<file path="src/rtl/alu_op_sequencer.sv">
`default_nettype none
// ---------------------------------------------------------------------------
// alu_op_sequencer: runs word (1-pass) / long (2-pass) ops on a shared ALU.
// Rev 1.0 - initial release
// ---------------------------------------------------------------------------
module alu_op_sequencer #(
  parameter int WIDTH = 16
) (
  input  logic               clk,
  input  logic               rst,
  input  logic               i_start,
  output logic               o_ready,
  input  logic [2:0]         i_op,
  input  logic               i_long,
  input  logic [2*WIDTH-1:0] i_dst,
  input  logic [2*WIDTH-1:0] i_src,
  input  logic               i_x_in,
  input  logic               i_z_in,
  output logic [2*WIDTH-1:0] o_result,
  output logic               o_done,
  output logic               o_flag_x,
  output logic               o_flag_n,
  output logic               o_flag_z,
  output logic               o_flag_v,
  output logic               o_flag_c,
  output logic [WIDTH-1:0]   o_alu_a,
  output logic [WIDTH-1:0]   o_alu_b,
  output logic [2:0]         o_alu_op,
  output logic               o_alu_x,
  input  logic [WIDTH-1:0]   i_alu_o,
  input  logic               i_alu_c,
  input  logic               i_alu_z,
  input  logic               i_alu_v,
  input  logic               i_alu_n
);

  typedef enum logic [1:0] {
    S_IDLE = 2'd0,
    S_LO   = 2'd1,
    S_HI   = 2'd2,
    S_DONE = 2'd3
  } state_t;

  localparam logic [2:0] c_OP_ADD  = 3'b000;
  localparam logic [2:0] c_OP_SUB  = 3'b001;
  localparam logic [2:0] c_OP_AND  = 3'b010;
  localparam logic [2:0] c_OP_OR   = 3'b011;
  localparam logic [2:0] c_OP_XOR  = 3'b100;
  localparam logic [2:0] c_OP_ADDX = 3'b101;
  localparam logic [2:0] c_OP_SUBX = 3'b110;

  state_t             r_state;
  state_t             w_next;
  logic [2:0]         r_op;
  logic               r_long;
  logic [2*WIDTH-1:0] r_dst;
  logic [2*WIDTH-1:0] r_src;
  logic               r_x;
  logic               r_z;
  logic               r_carry;
  logic               r_zero;
  logic [WIDTH-1:0]   r_lo;
  logic [2*WIDTH-1:0] r_result;
  logic               r_fx, r_fn, r_fz, r_fv, r_fc;

  logic       w_extend;
  logic       w_arith;
  logic       w_final;
  logic       w_z_calc;
  logic       w_z_out;
  logic [2:0] w_alu_code;

  assign w_extend = (r_op == c_OP_ADDX) || (r_op == c_OP_SUBX);
  assign w_arith  = w_extend || (r_op == c_OP_ADD) || (r_op == c_OP_SUB);
  assign w_final  = ((r_state == S_LO) && !r_long) || (r_state == S_HI);
  // Zero must hold across both halves of a long result
  assign w_z_calc = (r_state == S_HI) ? (r_zero & i_alu_z) : i_alu_z;
  assign w_z_out  = w_extend ? (r_z & w_z_calc) : w_z_calc;

  always_ff @(posedge clk or posedge rst) begin
    if (rst) r_state <= S_IDLE;
    else     r_state <= w_next;
  end

  always_comb begin
    w_next     = r_state;
    w_alu_code = 3'b111;
    o_alu_a    = '0;
    o_alu_b    = '0;
    o_alu_op   = 3'b000;
    o_alu_x    = 1'b0;
    case (r_op)
      c_OP_ADD, c_OP_ADDX: w_alu_code = 3'b000;
      c_OP_SUB, c_OP_SUBX: w_alu_code = 3'b001;
      c_OP_AND:            w_alu_code = 3'b010;
      c_OP_OR:             w_alu_code = 3'b011;
      c_OP_XOR:            w_alu_code = 3'b100;
      default:             w_alu_code = 3'b111;
    endcase
    case (r_state)
      S_IDLE: if (i_start) w_next = S_LO;
      S_LO: begin
        w_next   = r_long ? S_HI : S_DONE;
        o_alu_a  = r_dst[WIDTH-1:0];
        o_alu_b  = r_src[WIDTH-1:0];
        o_alu_op = w_alu_code;
        o_alu_x  = w_extend & r_x;
      end
      S_HI: begin
        w_next   = S_DONE;
        o_alu_a  = r_dst[2*WIDTH-1:WIDTH];
        o_alu_b  = r_src[2*WIDTH-1:WIDTH];
        o_alu_op = w_alu_code;
        o_alu_x  = r_carry;
      end
      default: w_next = S_IDLE;
    endcase
  end

  always_ff @(posedge clk or posedge rst) begin
    if (rst) begin
      r_op     <= '0;
      r_long   <= 1'b0;
      r_dst    <= '0;
      r_src    <= '0;
      r_x      <= 1'b0;
      r_z      <= 1'b0;
      r_carry  <= 1'b0;
      r_zero   <= 1'b0;
      r_lo     <= '0;
      r_result <= '0;
      r_fx     <= 1'b0;
      r_fn     <= 1'b0;
      r_fz     <= 1'b0;
      r_fv     <= 1'b0;
      r_fc     <= 1'b0;
    end else begin
      if ((r_state == S_IDLE) && i_start) begin
        r_op   <= i_op;
        r_long <= i_long;
        r_dst  <= i_dst;
        r_src  <= i_src;
        r_x    <= i_x_in;
        r_z    <= i_z_in;
      end
      if (r_state == S_LO) begin
        r_lo    <= i_alu_o;
        r_carry <= i_alu_c;
        r_zero  <= i_alu_z;
      end
      // Visible result/flags change only at completion
      if (w_final) begin
        r_result <= (r_state == S_HI) ? {i_alu_o, r_lo}
                                      : {r_dst[2*WIDTH-1:WIDTH], i_alu_o};
        r_fc     <= w_arith & i_alu_c;
        r_fv     <= w_arith & i_alu_v;
        r_fn     <= i_alu_n;
        r_fz     <= w_z_out;
        r_fx     <= w_arith ? i_alu_c : r_x;
      end
    end
  end

  assign o_ready  = (r_state == S_IDLE);
  assign o_done   = (r_state == S_DONE);
  assign o_result = r_result;
  assign o_flag_x = r_fx;
  assign o_flag_n = r_fn;
  assign o_flag_z = r_fz;
  assign o_flag_v = r_fv;
  assign o_flag_c = r_fc;

endmodule
`default_nettype wire

</file>
<file path="config.mk">
export PLATFORM = sky130hd
export DESIGN_NAME = alu_op_sequencer
export DESIGN_NICKNAME = d
export VERILOG_FILES = /design/src/rtl/alu_op_sequencer.sv
export SDC_FILE = /design/constraint.sdc
export NUM_CORES = 1
export LEC_CHECK = 0
export CAP_MARGIN = 20
export CORE_MARGIN = 2
export CORE_UTILIZATION = 45
export DETAILED_ROUTE_END_ITERATION = 8
export GPL_TIMING_DRIVEN = 1
export PLACE_DENSITY = 0.88
export SLEW_MARGIN = 25
export SYNTH_ARGS = -nofsm -noshare
export SYNTH_HDL_FRONTEND = slang
export SYNTH_SLANG_ARGS = --single-unit
export TNS_END_PERCENT = 30
</file>
<file path="constraint.sdc">
create_clock -name clk -period 9.2 [get_ports clk]
set_clock_uncertainty 0.1 [all_clocks]
set_input_delay 2.3 -clock clk [delete_from_list [all_inputs] [get_ports clk]]
set_output_delay 2.3 -clock clk [all_outputs]
set_load 0.05 [all_outputs]
</file>
==> metrics.txt <==
antenna violations before repair=0; worst hold-check path type=register to register; Max Cap Viol=0; Max FO, Critical Path=67; clock period minus worst slack=~5600 ps; Synth warnings=0; initial DRC count=~210; Worst VDD drop=0.000269 V; syn_area_per_cell=between 10 and 15 um2; pwr/cell area=approximately 450 nW/um2; Fin Setup TNS=0 ps; number of distinct library cells after synthesis=28; EDFF count, synth=0; RSZ-0062 raised after global routing=false; FP Rows=roughly 40; Detail Route Antenna Nets=0; global-route wire length before repair=between 20000 and 25000 um; Fin. Hold Viols=0; vias in the first global route=around 4300; TritonCTS buffer count=17; Leak=about 3.3 nW; wire per inst=~17 um; Final HPWL DP=approximately 9000 um; ys async rst share=100%; fmax=0.180 GHz; CTS max path bufs=2; latest clock arrival within the worst-skew pair=between 400 and 500 ps; Cells after Synth=about 450; CTS resizes=0; gr usage total=20.8%; Worst Tran Pin Value=a little over 1000 ps; die height=~120 um; ANT cells=0; Yosys reg bits=around 130; Slew Limit Fails=0; area grow syn2layout=40.0%; crit path kind=register to primary output; most common cell in the netlist=dfrtp_1; hold slack=roughly 380 ps; Critical Path RT=6800 ps; final core occ=around 64%; overall die width=between 100 and 150 um; CTS Hold Buffers Added=0; syn_nets=around 550; DRC viols=0; share of layout cells above drive strength 1=~21%; Pwr Total=approximately 3.6 mW; most instantiated cells after synthesis=dfrtp_1 (127), mux2_2 (89), nand2_1 (42), mux2i_1 (34); Vias/cell=between 5 and 6; port bufs=~170; Total Routed Length=roughly 13000 um; Non-Filler Instances=slightly below 800; main flop type after synthesis=dfrtp_1; sequential share of the synthesized area=a little under three fifths; CTS root buffer=clkbuf_16; status=completed; dpl cells=between 700 and 800; Post-Syn Area=between 5000 and 6000 um2; NumNets Final=about 700; clk slew on worst S/H paths=50 ps; RD Place Congestion=0.825; Setup Fix Bufs, Post-CTS=0; total number of vias=between 4000 and 5000; Die ar.=about 14000 um2; crit share post-route=approximately three fifths; TritonCTS clock tree=yes; CTS sink cnt=~130; data arrival time of the critical path=3150 ps; type of element capturing the critical path=primary output; top cells by area, synth=dfrtp_1 (56%), mux2_2 (18%), mux2i_1 (6.0%); htree depth=4; Placeable Area=approximately 13000 um2; Final setup viols=0; crit path launch type=register; drt pass-1 iters=5; largest area contributor in the netlist=dfrtp_1; worst rel slew slack=a little under a third; Starting Density=between 40% and 50%; io pins=between 150 and 200; Overflow after GRT=0; Yosys top cell area share=55.7%; largest net degree at the start of global routing=72
## path summary, 6_finish.rpt
path | from | to | slack [ps] | cells past startpoint
worst max-delay path | r_state[0] | o_alu_a[3] | 3650 | 5
worst min-delay path | o_result[12] | o_result[12] | 380 | 2
worst max register to register | r_state[0] | o_flag_n | 6260 | 5
worst min register to register | o_result[12] | o_result[12] | 380 | 2
max in group asynchronous | rst | o_result[9] | 5420 | 3
min in group asynchronous | rst | r_dst[12] | 2310 | 2
## stage by stage
step / instance area, um2 / worst slack, ps
after floorplan: 5710 / 3420
after global placement: 7420 / 4080
after detailed placement: 7430 / 4110
after CTS: 7990 / 3640
after global routing: 7990 / 3490
final: 7990 / 3650
## cell families after synthesis
| logic type | count (synthesis) | share of synthesized area, % |
|---|---|---|
| AOI/OAI and AO/OA | 75 | 8.29 |
| xor gates and xnor gates | 2 | 0.439 |
| adders and majority gates | 4 | 0.877 |
| buffers and inverters | 38 | 4.28 |
| DFF | 127 | 55.7 |
| muxes | 123 | 23.5 |
| and+or+nand+nor | 80 | 6.89 |
## final cells by class
class,count,area (um2)
clock buffers,24,502
clock inverters,6,57.6
fillers,933,4530
inverters,6,25.0
multi-input cells,284,2320
flip-flops and latches,127,3180
well taps,172,215
repair buffers,170,1690
## critical path, cell delays in order, from the launching register on
cell and delay, ps:
dfrtp_1 440, inv_1 160, ha_4 830, a22oi_1 240
nor2b_1 210, clkdlybuf4s50_1 820
## cells in the final DEF (no fill, tap or decap), drive strengths merged
master,n
clkdlybuf4s50,167
dfrtp,127
mux2,89
nand2,43
o21ai,37
mux2i,34
nor2b,33
a22oi,32
clkbuf,24
inv,6
clkinv,4
ha,4
buf,3
o31ai,2
xor2,2
a21oi,1
nand2b,1
and3,1
nand4,1
a21boi,1
nor2,1
o221ai,1
o211ai,1
clkinvlp,1
bufinv,1
## registers in the layout, summed over array words and instances, names as in the netlist
name,flops
o_flag_v,1
r_x,1
o_flag_n,1
r_state,2
o_flag_c,1
r_long,1
o_flag_x,1
r_lo,16
r_dst,32
r_zero,1
r_src,32
o_result,32
r_op,3
o_flag_z,1
r_carry,1
r_z,1
## report_power, final
| group | switching [mW] | internal [mW] | leakage, nW |
|---|---|---|---|
| Clock | 0.229 | 0.402 | 0.278 |
| Sequential | 0.183 | 0.850 | 1.52 |
| Combinational | 1.14 | 0.768 | 1.49 |
| Total | 1.55 | 2.02 | 3.29 |
## per-layer routing
metal	global-route usage (%)	part of all wire [%]	up-vias
met5	0	0	-
met4	7.53	1.9	0
met3	8.25	7.1	28
met2	32.7	47	144
met1	26.3	44	1975
li1	-	-	1891
Note: power is estimated with default switching activity, not from simulation.
